### src/rtl/mem_access_unit_pkg.sv
// Shared definitions for the MEM-stage access unit: word/register widths,
// the reset word value, FSM state encodings and a small alignment helper.
// The misalignment check in mem_access_unit is enabled by defining
// MEM_ALIGN_CHECK_EN at compile time.

`ifndef MEM_ACCESS_UNIT_DEFINES
`define MEM_ACCESS_UNIT_DEFINES
`define WORD_WIDTH 32
`define REG_SIZE   5
`define ZERO_WORD  32'h0000_0000
`define MEM_IDLE   1'b0
`define MEM_ACCESS 1'b1
`endif

package mem_access_unit_pkg;

   typedef enum logic {
      ST_IDLE   = `MEM_IDLE,
      ST_ACCESS = `MEM_ACCESS
   } mem_state_e;

   // True when any of the low align_bits address bits is set.
   function automatic logic addr_misaligned(input logic [`WORD_WIDTH-1:0] addr,
                                            input int align_bits);
      logic m;
      m = 1'b0;
      for (int i = 0; i < `WORD_WIDTH; i++) begin
         if ((i < align_bits) && addr[i]) begin
            m = 1'b1;
         end
      end
      return m;
   endfunction

endpackage

### src/rtl/mem_access_unit_mem_wb.sv
// MEM/WB pipeline register. 'en' captures a completed instruction,
// 'bubble' forces the write enable low while the payload is held.
// misalignW only survives one cycle: any edge without a capture clears it.

import mem_access_unit_pkg::*;

module mem_wb (
   input  logic                   clk,
   input  logic                   rst,
   input  logic                   en,
   input  logic                   bubble,
   input  logic                   rf_we_in,
   input  logic [`REG_SIZE-1:0]   rd_in,
   input  logic [`WORD_WIDTH-1:0] result_in,
   input  logic                   misalign_in,
   output logic                   Regfile_weW,
   output logic [`REG_SIZE-1:0]   writeRegAddrW,
   output logic [`WORD_WIDTH-1:0] resultW,
   output logic                   misalignW
);

   logic                   we_q,  we_d;
   logic [`REG_SIZE-1:0]   rd_q,  rd_d;
   logic [`WORD_WIDTH-1:0] res_q, res_d;
   logic                   mis_q, mis_d;

   // Select capture, bubble or hold for the next register contents.
   always_comb begin
      we_d  = we_q;
      rd_d  = rd_q;
      res_d = res_q;
      mis_d = 1'b0;
      if (en) begin
         we_d  = rf_we_in;
         rd_d  = rd_in;
         res_d = result_in;
         mis_d = misalign_in;
      end else if (bubble) begin
         we_d  = 1'b0;
      end
   end

   // MEM/WB state, cleared asynchronously.
   always_ff @(posedge clk or posedge rst) begin
      if (rst) begin
         we_q  <= 1'b0;
         rd_q  <= '0;
         res_q <= `ZERO_WORD;
         mis_q <= 1'b0;
      end else begin
         we_q  <= we_d;
         rd_q  <= rd_d;
         res_q <= res_d;
         mis_q <= mis_d;
      end
   end

   assign Regfile_weW   = we_q;
   assign writeRegAddrW = rd_q;
   assign resultW       = res_q;
   assign misalignW     = mis_q;

endmodule

### src/rtl/mem_access_unit.sv
// MEM-stage access unit: issues data-memory requests with a req/ready
// handshake, stalls upstream while an access is outstanding and feeds the
// MEM/WB register. Define MEM_ALIGN_CHECK_EN to reject misaligned memops
// (no request, misalignW pulse) instead of passing the address through.

import mem_access_unit_pkg::*;

module mem_access_unit #(
   parameter int ALIGN_BITS = 2
) (
   input  logic                   clk,
   input  logic                   rst,
   input  logic                   Regfile_weM,
   input  logic                   DataMem_weM,
   input  logic                   DataMem_reM,
   input  logic [`REG_SIZE-1:0]   writeRegAddrM,
   input  logic [`WORD_WIDTH-1:0] aluOutM,
   input  logic [`WORD_WIDTH-1:0] writeDataM,
   output logic                   stallM,
   output logic                   dmem_req,
   output logic                   dmem_we,
   output logic [`WORD_WIDTH-1:0] dmem_addr,
   output logic [`WORD_WIDTH-1:0] dmem_wdata,
   input  logic                   dmem_ready,
   input  logic [`WORD_WIDTH-1:0] dmem_rdata,
   output logic                   Regfile_weW,
   output logic [`REG_SIZE-1:0]   writeRegAddrW,
   output logic [`WORD_WIDTH-1:0] resultW,
   output logic                   misalignW
);

`ifdef MEM_ALIGN_CHECK_EN
   localparam bit ALIGN_CHECK = 1'b1;
`else
   localparam bit ALIGN_CHECK = 1'b0;
`endif

   mem_state_e             state_q, state_d;
   logic                   req_q,   req_d;
   logic                   we_q,    we_d;
   logic [`WORD_WIDTH-1:0] addr_q,  addr_d;
   logic [`WORD_WIDTH-1:0] wdata_q, wdata_d;

   logic                   memop;
   logic                   misalign;
   logic                   stall_c;
   logic                   wb_en;
   logic                   wb_bubble;
   logic                   wb_we;
   logic [`WORD_WIDTH-1:0] wb_result;
   logic                   wb_mis;

   assign memop    = DataMem_weM | DataMem_reM;
   assign misalign = ALIGN_CHECK && memop && addr_misaligned(aluOutM, ALIGN_BITS);

   // FSM state register.
   always_ff @(posedge clk or posedge rst) begin
      if (rst) begin
         state_q <= ST_IDLE;
      end else begin
         state_q <= state_d;
      end
   end

   // FSM next state: start an access on a valid memop, finish on ready.
   always_comb begin
      state_d = state_q;
      case (state_q)
         ST_IDLE:   if (memop && !misalign) state_d = ST_ACCESS;
         ST_ACCESS: if (dmem_ready)         state_d = ST_IDLE;
         default:                           state_d = ST_IDLE;
      endcase
   end

   // FSM outputs: stall, bus register updates and MEM/WB control.
   always_comb begin
      req_d     = req_q;
      we_d      = we_q;
      addr_d    = addr_q;
      wdata_d   = wdata_q;
      stall_c   = 1'b0;
      wb_en     = 1'b0;
      wb_bubble = 1'b0;
      wb_we     = Regfile_weM;
      wb_result = aluOutM;
      wb_mis    = 1'b0;
      case (state_q)
         ST_IDLE: begin
            if (memop && !misalign) begin
               // Store wins when both enables are set.
               stall_c   = 1'b1;
               req_d     = 1'b1;
               we_d      = DataMem_weM;
               addr_d    = aluOutM;
               wdata_d   = writeDataM;
               wb_bubble = 1'b1;
            end else begin
               wb_en  = 1'b1;
               wb_we  = Regfile_weM & ~misalign;
               wb_mis = misalign;
            end
         end
         ST_ACCESS: begin
            if (!dmem_ready) begin
               stall_c   = 1'b1;
               wb_bubble = 1'b1;
            end else begin
               req_d     = 1'b0;
               wb_en     = 1'b1;
               wb_result = we_q ? aluOutM : dmem_rdata;
            end
         end
         default: begin
            req_d = 1'b0;
         end
      endcase
   end

   // Registered memory bus; reset abandons any request in flight.
   always_ff @(posedge clk or posedge rst) begin
      if (rst) begin
         req_q   <= 1'b0;
         we_q    <= 1'b0;
         addr_q  <= `ZERO_WORD;
         wdata_q <= `ZERO_WORD;
      end else begin
         req_q   <= req_d;
         we_q    <= we_d;
         addr_q  <= addr_d;
         wdata_q <= wdata_d;
      end
   end

   // Stall is released immediately while reset is held.
   assign stallM     = stall_c & ~rst;
   assign dmem_req   = req_q;
   assign dmem_we    = we_q;
   assign dmem_addr  = addr_q;
   assign dmem_wdata = wdata_q;

   mem_wb u_mem_wb (
      .clk           (clk),
      .rst           (rst),
      .en            (wb_en),
      .bubble        (wb_bubble),
      .rf_we_in      (wb_we),
      .rd_in         (writeRegAddrM),
      .result_in     (wb_result),
      .misalign_in   (wb_mis),
      .Regfile_weW   (Regfile_weW),
      .writeRegAddrW (writeRegAddrW),
      .resultW       (resultW),
      .misalignW     (misalignW)
   );

endmodule

### config.mk
export PLATFORM = sky130hd
export DESIGN_NAME = mem_access_unit
export DESIGN_NICKNAME = d
export VERILOG_FILES = /design/src/rtl/mem_access_unit_pkg.sv /design/src/rtl/mem_access_unit_mem_wb.sv /design/src/rtl/mem_access_unit.sv
export SDC_FILE = /design/constraint.sdc
export NUM_CORES = 1
export LEC_CHECK = 0
export BUFFER_PORTS_ARGS = -buffer_cell sky130_fd_sc_hd__buf_2
export CAP_MARGIN = 10
export CORE_ASPECT_RATIO = 1.4
export CORE_UTILIZATION = 47
export DETAILED_ROUTE_END_ITERATION = 8
export PLACE_DENSITY = 0.81
export SLEW_MARGIN = 25
export SYNTH_ARGS = -nofsm -noshare
export SYNTH_HDL_FRONTEND = slang
export SYNTH_HIERARCHICAL = 1
export SYNTH_SLANG_ARGS = --single-unit
### constraint.sdc
create_clock -name clk -period 2.23 [get_ports clk]
set_input_delay 0.1115 -clock clk [delete_from_list [all_inputs] [get_ports clk]]
set_output_delay 0.1115 -clock clk [all_outputs]
set_load 0.01 [all_outputs]
### Word level (Yosys, flattened, before mapping)

Index checks and enable logic that the tools add are counted.

* output and inout bits: 106
* logic and storage cells: 31
* bits in registers: 105
* input bits: 107

* reductions and logical operators: 3
* multiplexer cells: 14
* bitwise logic cells: 4
* eq/ne operators: 2

Operators by type and width (count)
* $mux 32: 3
* $mux 1: 8
* $pmux 1 s2: 3
* $ne 2x2->1 const B: 2
* $reduce_and 2->1: 2
* $not 1->1: 2
* $reduce_bool 2->1: 1
* $and 1x1->1: 1
* $or 1x1->1: 1

### Longest topological paths before layout

Gate-level depths: netlist of run 1.

* depth in word-level cells: 5
* gate-level depth with buffers: 6
* gate-level depth less buffers: 4

### Hierarchy

The synthesis of run 1 kept the hierarchy.

Modules (own cells, without submodules)
* mem_access_unit: sequential area each 1676.6 µm², instances 1, cells an instance 188, area an instance 3243.1 µm²
* mem_wb: sequential area each 975.9 µm², instances 1, cells an instance 84, area an instance 1460.2 µm²

### Worst setup path after synthesis of run 1

No wires, ideal clock.

* path type: reg2reg
* from: register state_q
* to: register u_mem_wb.rd_q[0], in the netlist u_mem_wb/writeRegAddrW[0]
* slack: 659 ps
* data required time: 2105 ps
* clock period less this slack: 1571 ps
* data arrival time: 1446 ps
* setup time: 125 ps
* stages on the path, launching flop included: 6
* path buffers: 2
* cells stage by stage: dfrtp_1 buf_6 nor3_1 a21o_1 buf_6 mux2_2

* longest elaborated chain between the ends: 2

Ends and longest elaborated chain
* from (decl): line mem_access_unit.sv:38 `mem_state_e state_q, state_d;`
* from (signal assigned): line mem_access_unit.sv:61 `state_q <= state_d;`
* $not 1->1
* $pmux 1 s2 *: line mem_access_unit.sv:87 `case (state_q)`
* named net wb_en: line mem_access_unit.sv:47 `logic wb_en;`
* to (signal assigned): line mem_access_unit_mem_wb.sv:52 `rd_q <= rd_d;`
* to (decl): line mem_access_unit_mem_wb.sv:23 `` logic [`REG_SIZE-1:0] rd_q, rd_d; ``

The timed path passes the listed nets; every way through them passes the cells marked *.
A chain may end at the register's enable or synchronous reset.

### Worst setup path in the final report of run 1

* from: register state_q
* to: register u_mem_wb.res_q[28], in the netlist u_mem_wb/resultW[28]

* longest elaborated chain between the ends: 2
* elaborated cells on any way between the ends: 3
* those cells by class: mux: 2; bitwise: 1

Ends and longest elaborated chain
* $not 1->1
* $pmux 1 s2 *: line mem_access_unit.sv:87
* named net wb_en: line mem_access_unit.sv:47
* to (signal assigned): line mem_access_unit_mem_wb.sv:48 `` res_q <= `ZERO_WORD; ``
* to (signal assigned): line mem_access_unit_mem_wb.sv:53 `res_q <= res_d;`
* to (decl): line mem_access_unit_mem_wb.sv:24 `` logic [`WORD_WIDTH-1:0] res_q, res_d; ``

Marked as above.

==> flow_summary_export.csv, run 1 <==
group,metric,value,unit
status,outcome,"complete, no violations",
worst_setup_path,path_class,"reg2reg",
worst_setup_path,rrSetupSlack,0.40,ns
placement,placed_cell_area,5820,sq um
timing,setup_viol,0,
timing,finalClockSkew,0.00819,ns
clock_network,clk_pin_slew,0.07,ns
detailed_routing,ant_nets,0,
floorplan,die-area,10400,sq um
placement,dp_slack,0.442,ns
worst_setup_path,r2r_end,"u_mem_wb/resultW[28]",
timing,max_clock_freq,547,MHz
timing,finalCritPeriodShare,0.820,
logic_synthesis,synth-warning-count,6,
power,combPwrFrac,0.295,
worst_setup_path,required,2.45,ns
worst_setup_path,crit_fanout,24,
timing,rsz0062_at_grt,"no",
finish,area_delta_synth_final,34.7,%
clock_network,cts.sinks,106,
placement,gp_congestion,0.791,
global_routing,grt_pass1_wl,16.8,mm
worst_setup_path,arrival,2.05,ns
power,switching_power,1.65,mW
floorplan,core,9560,sq um
detailed_routing,totalWireLength,11.0,mm
clock_network,cts_tree,"done",
power,power.density,915,nW/um^2
flow_run,maxCapViolCount,0,
logic_synthesis,synth_area_per_cell,17.3,sq um
finish,stdcell_area,6340,sq um
finish,fillerInstances,741,
timing,post-route-min-period,1.83,ns
min_path,min_from,"writeDataM[10]",
power,switching_share,0.285,
floorplan,num_rows,42,
finish,diodes,0,
worst_setup_path,crit_chain,"nor3_1 -> a21o_2 -> buf_4 -> mux2_2",
timing,hold_viol,0,
detailed_routing,vias,3138,
logic_synthesis,synthCells,272,
worst_setup_path,critPathCaptureType,"flip-flop",
power,clockPowerShare,0.257,
power,pwr-share-seq,0.448,
clock_network,cts.htree.levels,3,
detailed_routing,drtIter0Drc,90,
worst_setup_path,timing.rr.start,"state_q",
worst_setup_path,worst_path_largest_cell_delay,0.47,ns
power,ir_drop,394,uV
floorplan,io_pins,213,
global_routing,grt_use_total,0.213,
detailed_routing,drt_pass1_iterations,4,
worst_setup_path,worstSetupEndpoint,"u_mem_wb/resultW[28]",
logic_synthesis,netlist_top_cells_area,"dfrtp_1 56%, mux2_4 19%, mux2_2 17%, buf_12 3.0%, buf_6 1.2%",
clock_network,worstSkewPairLatency,0.34,ns
timing,fin_tns_setup,0,ns
global_routing,overflow,0,
detailed_routing,wl_per_cell,16.9,um
logic_synthesis,syn_nets,379,
min_path,hold_class,"in2reg",
global_routing,grt_max_degree,47,
placement,io_buffers,212,
finish,final_nets,619,
clock_network,cts_made_buffers,9,
power,p_int,4.15,mW
placement,hpwl,7.67,mm
floorplan,start_util,0.492,
logic_synthesis,ys_types,18,
timing,relSlewSlack,0.433,
floorplan,die_y,120,um
worst_setup_path,startpoint_type,"flip-flop",
logic_synthesis,yosys.area.top_type,"dfrtp_1",
worst_setup_path,crit_start,"state_q",
worst_setup_path,cp_top_family,"flip-flops",
logic_synthesis,seq_area_frac_synth,0.564,
global_routing,grt_pass1_vias,3308,
floorplan,dieWidth,86.5,um
detailed_routing,drc,0,
timing,hold_slack,0.00611,ns
timing,finalMaxSlewViolations,0,
power,power.total,5.80,mW
timing,worst_pin_slew,0.848,ns
worst_setup_path,cp.depth,4,
detailed_routing,viasPerCell,4.84,
worst_setup_path,reg2reg_depth,4,
clock_network,ctsResizeCount,0,
clock_network,cts_root_buf,"clkbuf_16",
global_routing,grt_antenna_before_repair,0,
worst_setup_path,path_buf_inv,1,
timing,worst_slack,0.402,ns
logic_synthesis,syn_area,4700,sq um
finish,drive_above_1_share,0.721,
power,p_leak,3.25,nW
worst_setup_path,cpMaxStageDelayCell,"dfrtp_1",
clock_network,cts.path.max_buffers,2,
logic_synthesis,synth-seq-cells,106,
logic_synthesis,yosysTopAreaCellShare,0.564,
routing by layer:
metal  share of wire  vias up  wire length, um  track usage
li1                -     1441                -            -
met1            0.37     1564             4070        0.243
met2            0.56      116             6080        0.385
met3           0.050       17              547       0.0416
met4           0.023        0              250       0.0896
met5               0        -                0            0
layout by cell type (no fill, tap or decap), drive strengths merged:
cell	count
nand2b	2
a21o	1
nor2	1
buf	221
inv	3
clkbuf	12
a211oi	1
clkinvlp	1
dlygate4sd3	23
mux2	133
and2	1
o21bai	1
a22o	2
a21oi	2
conb	1
dfrtp	106
nor3	2
nand3b	1
clkinv	3
metrics by stage:
stage,utilization,std cells
5_1_grt,0.663,649
4_1_cts,0.659,646
3_5_place_dp,0.609,610
3_3_place_gp,0.609,610
6_report,0.663,649
2_1_floorplan,-,272
cells in the mapped netlist:
library cell	instances
a211oi_1	1
a21o_1	1
a21oi_1	2
a22o_1	2
and2_1	1
buf_12	7
buf_2	3
buf_6	5
conb_1	1
dfrtp_1	106
inv_1	3
mux2_2	73
mux2_4	60
nand2b_1	2
nand3b_1	1
nor2_1	1
nor3_1	2
o21bai_4	1
power by group through the flow:
stage	clock, mW	sequential (mW)	combinational [mW]
detailed placement	0	2.62	1.70
finish	1.49	2.60	1.71
floorplan	0	2.80	0.851
global placement	0	2.60	1.65
CTS	1.52	2.60	1.72
global route	1.60	2.64	1.83
state kept, by name (all words and copies together) (netlist names):
| signal | count |
|---|---|
| dmem_we | 1 |
| u_mem_wb/misalignW | 1 |
| dmem_wdata | 32 |
| u_mem_wb/Regfile_weW | 1 |
| dmem_addr | 32 |
| u_mem_wb/resultW | 32 |
| dmem_req | 1 |
| state_q | 1 |
| u_mem_wb/writeRegAddrW | 5 |
layout make-up:
class | instances | area [sq um] | share of cell area
Clock buffer | 12 | 256 | 0.0405
Clock inverter | 4 | 26.3 | 0.00415
Inverter | 3 | 11.3 | 0.00178
Multi-Input combinational cell | 148 | 1830 | 0.289
Sequential cell | 106 | 2650 | 0.419
Tap cell | 132 | 165 | 0.0261
Timing Repair Buffer | 244 | 1400 | 0.220
repair_timing:
action,in CTS,in global routing
hold endpoints to repair,40,3
hold buffers,20,3
endpoints found under the setup margin,0,0
setup buffers,0,0
cells by family (layout without fill, tap and decap cells):
group	after synthesis	after routing	synth area share
AO/OA/AOI/OAI	7	7	0.0130
buffers and inverters	18	263	0.0474
flip-flops	106	106	0.564
multiplexers	133	133	0.366
other	1	1	0.000797
AND/OR/NAND/NOR	7	7	0.00851
worst min-delay path by stage:
stage | end | slack, ns | depth (start not counted)
final | dmem_wdata[10] | 0.006 | 2
after global routing | dmem_wdata[21] | 0.003 | 2
after CTS | dmem_wdata[25] | 0.0007 | 2
after detailed placement | dmem_addr[18] | 0.19 | 2
after global placement | dmem_wdata[5] | 0.17 | 2
after floorplan | state_q | 0.22 | 1
(Power assumes the default switching activity.)
==> inputs of run 2 (changes only) <==
--- a/config.mk
+++ b/config.mk
@@ -5,6 +5,7 @@
 export SDC_FILE = /design/constraint.sdc
 export NUM_CORES = 1
 export LEC_CHECK = 0
+export ABC_AREA = 1
 export BUFFER_PORTS_ARGS = -buffer_cell sky130_fd_sc_hd__buf_2
 export CAP_MARGIN = 10
 export CORE_ASPECT_RATIO = 1.4
==> constraint.sdc (replaced) <==
create_clock -name clk -period 1.7 [get_ports clk]
set_input_delay 0.085 -clock clk [delete_from_list [all_inputs] [get_ports clk]]
set_output_delay 0.085 -clock clk [all_outputs]
set_load 0.01 [all_outputs]
==> run 2 against run 1 <==
Critical path depth rose by 1; first-iteration DRC count rose to 3.5 times the previous value; hold slack improved by 0.0053 ns; largest cell class unchanged; via count rose by 54%; utilization rose by 4.9 points; synthesized area fell by 0.61%.
==> flow_summary_export.csv, run 2 <==
group,metric,value,unit
clock_network,cts_tree,"done",
logic_synthesis,synth_area_per_cell,8.23,sq um
detailed_routing,highest_layer,"met4",
timing,hold_slack,0.0114,ns
finish,mostFrequentLayoutCell,"nand2_1",
global_routing,overflow,0,
detailed_routing,vias,4831,
floorplan,die_y,120,um
power,clockPowerShare,0.227,
logic_synthesis,synthCells,568,
detailed_routing,m1WireLength,5.54,mm
logic_synthesis,yosys-top-cells-count,"237 x nand2_1, 106 x dfrtp_1, 65 x nand3_1, 62 x o21ai_0, 44 x inv_1",
placement,placed_cell_area,5830,sq um
power,pwr-share-seq,0.408,
power,ir_drop,827,uV
timing,setup_viol,0,
worst_setup_path,arrival,1.46,ns
logic_synthesis,syn_area,4670,sq um
clock_network,cts.sinks,106,
logic_synthesis,netlist_top_cells_area,"dfrtp_1 57%, nand2_1 19%, nand3_1 7.0%, o21ai_0 6.6%, inv_1 3.5%",
clock_network,ctsResizeCount,0,
global_routing,grt_pass1_vias,4601,
clock_network,clk_pin_slew,0.06,ns
finish,area_delta_synth_final,45.6,%
timing,hold_viol,0,
placement,io_buffers,212,
detailed_routing,wl_met3,839,um
floorplan,die-area,10400,sq um
power,p_int,6.15,mW
worst_setup_path,startpoint_type,"flip-flop",
worst_setup_path,critPathCaptureType,"primary output",
clock_network,cts.path.max_buffers,2,
power,switching_share,0.364,
power,p_leak,3.80,nW
timing,finalMaxSlewViolations,0,
timing,rsz0062_at_grt,"no",
min_path,hold_class,"in2reg",
global_routing,grt_max_degree,78,
detailed_routing,ant_nets,0,
flow_run,maxCapViolCount,0,
clock_network,cts.htree.levels,3,
finish,stdcell_area,6810,sq um
logic_synthesis,synth-warning-count,6,
worst_setup_path,reg2reg_depth,7,
global_routing,grt_use_total,0.274,
worst_setup_path,path_class,"reg2out",
logic_synthesis,yosys.area.top_type,"dfrtp_1",
power,switching_power,3.53,mW
detailed_routing,totalWireLength,14.1,mm
power,combPwrFrac,0.365,
logic_synthesis,synth.most_common_cell,"nand2_1",
finish,fillerInstances,723,
detailed_routing,drc,0,
placement,hpwl,9.03,mm
placement,gp_congestion,0.910,
logic_synthesis,synthFlopType,"dfrtp_1",
clock_network,cts_root_buf,"clkbuf_16",
worst_setup_path,crit_fanout,67,
logic_synthesis,yosysTopAreaCellShare,0.567,
detailed_routing,drt_pass1_iterations,5,
floorplan,core,9560,sq um
min_path,whs_path_depth,3,
timing,max_clock_freq,645,MHz
timing,fin_tns_setup,0,ns
floorplan,dieWidth,86.3,um
logic_synthesis,synth-seq-cells,106,
timing,finalCritPeriodShare,0.912,
global_routing,grt_pass1_wl,21.9,mm
floorplan,num_rows,42,
logic_synthesis,seq_area_frac_synth,0.567,
clock_network,cts_made_buffers,9,
detailed_routing,met2_length,7.30,mm
logic_synthesis,synth_enable_flop_cells,0,
detailed_routing,drtIter0Drc,317,
logic_synthesis,syn_nets,675,
clock_network,worstSkewPairLatency,0.34,ns
status,outcome,"complete, no violations",
floorplan,io_pins,213,
finish,drive_above_1_share,0.296,
detailed_routing,wl_per_cell,14.6,um
finish,final_nets,939,
power,power.density,1420,nW/um^2
floorplan,start_util,0.489,
timing,post-route-min-period,1.55,ns
worst_setup_path,required,1.62,ns
timing,finalClockSkew,0.00532,ns
detailed_routing,viasPerCell,4.98,
logic_synthesis,ys_types,18,
power,power.total,9.68,mW
logic_synthesis,async_reset_ff_frac,1.00,
finish,mostFrequentLayoutCells,"237 x nand2_1, 212 x buf_2, 106 x dfrtp_1, 65 x nand3_1, 65 x dlygate4sd3_1",
global_routing,grt_antenna_before_repair,2,
run 2: critical path: stages (launching register included):
cell,delay [ns]
dfrtp_1,0.41
inv_2,0.10
o21ai_4,0.07
buf_12,0.20
a21oi_1,0.17
buf_2,0.18
run 2: worst paths after layout:
kind,slack [ns],from,end
hold / removal,0.01,aluOutM[17],dmem_addr[17]
max in group asynchronous,0.82,rst,dmem_addr[31]
min in group asynchronous,0.34,rst,dmem_wdata[9]
hold reg to reg,0.48,dmem_addr[11],dmem_addr[11]
setup reg to reg,0.28,state_q,u_mem_wb/resultW[2]
setup / recovery,0.15,state_q,stallM
run 2: repair_timing:
action	in CTS	in global routing
setup buffers	0	0
hold endpoints to repair	118	0
hold buffers	65	0
run 2: cell families after synthesis:
logic type,synth area share
other,0.000802
AND/OR/NAND/NOR,0.265
flip-flops,0.567
AO/OA/AOI/OAI,0.0779
buffers and inverters,0.0891
run 2: routing by layer:
metal,GRT usage,vias up
li1,-,2302
met1,0.324,2253
met2,0.472,242
met3,0.0523,34
met4,0.136,0
met5,0,-
run 2: power groups by stage:
stage / Combinational, mW / Sequential (mW) / Clock [mW]
2_1_floorplan: 1.47 / 4.36 / 0
3_3_place_gp: 3.29 / 3.92 / 0
3_5_place_dp: 3.37 / 3.95 / 0
4_1_cts: 3.49 / 3.93 / 2.23
5_1_grt: 3.91 / 4.03 / 2.35
6_report: 3.53 / 3.94 / 2.20
run 2: area by class of cell:
type	count	area [sq um]	share of cell area
antenna	2	5.00	0.000735
inverter	45	173	0.0254
clock buffer	11	243	0.0357
sequential	106	2650	0.390
multi-input combinational	379	1610	0.237
clock inverter	5	77.6	0.0114
tap	132	165	0.0243
timing repair buffer	291	1880	0.276
run 2: per-stage QoR:
step           worst slack [ns]  instances  utilization
2_1_floorplan             0.348        568            -
3_3_place_gp              0.391        888        0.610
3_5_place_dp              0.302        888        0.610
4_1_cts                   0.126        969        0.711
5_1_grt                  0.0617        971        0.712
6_report                  0.150        971        0.712
==> inputs of run 3 (changes only) <==
--- a/config.mk
+++ b/config.mk
@@ -6,12 +6,12 @@
 export NUM_CORES = 1
 export LEC_CHECK = 0
 export ABC_AREA = 1
-export BUFFER_PORTS_ARGS = -buffer_cell sky130_fd_sc_hd__buf_2
 export CAP_MARGIN = 10
 export CORE_ASPECT_RATIO = 1.4
-export CORE_UTILIZATION = 47
+export CORE_UTILIZATION = 50
 export DETAILED_ROUTE_END_ITERATION = 8
-export PLACE_DENSITY = 0.81
+export DONT_BUFFER_PORTS = 1
+export PLACE_DENSITY = 0.66
 export SLEW_MARGIN = 25
 export SYNTH_ARGS = -nofsm -noshare
 export SYNTH_HDL_FRONTEND = slang
==> constraint.sdc (replaced) <==
create_clock -name clk -period 1.8 [get_ports clk]
set_input_delay 0.09 -clock clk [delete_from_list [all_inputs] [get_ports clk]]
set_output_delay 0.09 -clock clk [all_outputs]
set_load 0.01 [all_outputs]
==> run 3 against run 2 <==
Clock power down 10%; register-to-register slack improved by 0.03 ns; combinational power fell by 48%; sequential cell count is the same; hold slack better by 0.0017 ns; final area down 13%; sequential share of layout area up 5.6 points; via count is 15% lower; sequential power grew 10%; clock skew up 0.00079 ns; utilization shrank 5.3 points; critical endpoint unchanged.
==> flow_summary_export.csv, run 3 (synthesis gave the netlist of run 2 again) <==
group,metric,value,unit
status,outcome,"complete, no violations",
placement,io_buffers,0,
finish,final_nets,755,
min_path,hold_class,"in2reg",
worst_setup_path,cp_top_family,"buffers and inverters",
timing,max_clock_freq,598,MHz
clock_network,clk_pin_slew,0.07,ns
finish,mostFrequentLayoutCells,"237 x nand2_1, 106 x dfrtp_1, 96 x dlygate4sd3_1, 65 x nand3_1, 62 x o21ai_0",
placement,dp_slack,0.325,ns
timing,post-route-min-period,1.67,ns
worst_setup_path,worst_path_largest_cell_delay,0.60,ns
power,power.total,8.17,mW
placement,hpwl,8.27,mm
detailed_routing,drt_pass1_iterations,5,
clock_network,cts.sinks,106,
clock_network,cts_root_buf,"clkbuf_16",
floorplan,die_y,116,um
worst_setup_path,crit_fanout,67,
clock_network,cts.path.max_buffers,2,
timing,finalMaxSlewViolations,0,
timing,setup_viol,0,
min_path,min_from,"dmem_rdata[11]",
floorplan,start_util,0.518,
timing,rsz0062_at_grt,"no",
worst_setup_path,timing.rr.start,"state_q",
detailed_routing,viasPerCell,5.40,
worst_setup_path,path_buf_inv,3,
placement,gp_congestion,0.936,
detailed_routing,ant_nets,0,
timing,worst_pin_slew,0.676,ns
min_path,whs_path_depth,4,
global_routing,grt_max_degree,68,
detailed_routing,wl_per_cell,17.3,um
timing,finalCritPeriodShare,0.930,
global_routing,grt_antenna_before_repair,0,
finish,multi_input_area,1610,sq um
global_routing,overflow,0,
floorplan,dieWidth,83.7,um
clock_network,worstSkewPairLatency,0.33,ns
timing,relSlewSlack,0.549,
flow_run,maxCapViolCount,0,
global_routing,grt_use_total,0.271,
timing,finalClockSkew,0.00611,ns
power,power.density,1370,nW/um^2
worst_setup_path,arrival,1.58,ns
worst_setup_path,startpoint_type,"input port",
clock_network,cts_made_buffers,9,
worst_setup_path,path_class,"in2out",
detailed_routing,drtIter0Drc,326,
floorplan,num_rows,41,
floorplan,io_pins,213,
timing,hold_viol,0,
power,p_leak,3.03,nW
finish,mostFrequentLayoutCell,"nand2_1",
worst_setup_path,critPathCaptureType,"primary output",
finish,drive_above_1_share,0.0506,
clock_network,cts.htree.levels,3,
floorplan,core,9030,sq um
detailed_routing,totalWireLength,13.1,mm
clock_network,cts_tree,"done",
floorplan,die-area,9750,sq um
worst_setup_path,rrSetupSlack,0.31,ns
global_routing,grt_pass1_wl,20.7,mm
worst_setup_path,cpMaxStageDelayCell,"dlygate4sd3_1",
finish,diodes,0,
clock_network,cts_setup_buffers,0,
detailed_routing,drc,0,
finish,stdcell_area,5950,sq um
worst_setup_path,r2r_end,"u_mem_wb/resultW[11]",
global_routing,grt_pass1_vias,4012,
worst_setup_path,required,1.71,ns
finish,area_delta_synth_final,27.2,%
timing,worst_slack,0.127,ns
timing,fin_tns_setup,0,ns
placement,placed_cell_area,4680,sq um
detailed_routing,vias,4102,
finish,fillerInstances,731,
min_path,hold_end,"u_mem_wb/resultW[11]",
timing,hold_slack,0.0132,ns
worst_setup_path,crit_start,"DataMem_reM",
worst_setup_path,crit_chain,"dlygate4sd3_1 -> o21ai_4 -> clkbuf_8 -> a21oi_1 -> buf_4",
finish,seq_area,2650,sq um
worst_setup_path,reg2reg_depth,6,
power,ir_drop,833,uV
-- run 3: cell types whose count changed in the layout (fill, tap and decap cells not counted), moves of 2 or more --
| cell | delta |
|---|---|
| diode_2 | -2 |
| buf_2 | -212 |
| clkbuf_8 | +2 |
| dlygate4sd3_1 | +31 |
| buf_12 | -3 |
-- run 3: power breakdown --
part / total, mW / switching (mW) / internal [mW]
sequential: 4.34 / 1.11 / 3.23
clock: 1.97 / 0.826 / 1.15
combinational: 1.85 / 1.17 / 0.683
total: 8.17 / 3.10 / 5.06
-- run 3: layout make-up --
type / instances / area share
clock inverters: 4 / 0.00863
clock buffers: 11 / 0.0425
flip-flops and latches: 106 / 0.446
repair buffers: 107 / 0.181
inverters: 45 / 0.0284
multi-input cells: 379 / 0.271
well taps: 107 / 0.0225
-- run 3: per-layer routing --
metal / share of wire / track usage / vias up
li1: - / - / 1932
met1: 0.40 / 0.345 / 1917
met2: 0.49 / 0.443 / 222
met3: 0.085 / 0.0594 / 31
met4: 0.029 / 0.131 / 0
met5: 0 / 0 / -
-- run 3: worst register-to-register path, delay by kind of cell, from the launching register on --
| family | cells | cell delay, ns |
|---|---|---|
| buf+inv | 3 | 0.60 |
| compound gates | 2 | 0.23 |
| flops | 1 | 0.39 |
| simple gates | 1 | 0.14 |
-- run 3: what timing repair did --
action,in CTS,in global routing
setup endpoints to repair,1,1
resized for setup,1,1
hold endpoints to repair,148,0
hold buffers,96,0
-- run 3: worst max-delay path by stage --
stage / to / cells past startpoint / slack [ns]
floorplan: dmem_addr[0] / 1 / 0.03
global placement: stallM / 5 / 0.34
detailed placement: u_mem_wb/resultW[11] / 6 / 0.33
CTS: stallM / 5 / 0.11
global route: stallM / 5 / 0.02
finish: stallM / 5 / 0.13
-- run 3: through the flow --
stage	utilization	instances
floorplan	-	568
global placement	0.518	648
detailed placement	0.518	648
CTS	0.658	759
global route	0.659	759
finish	0.659	759
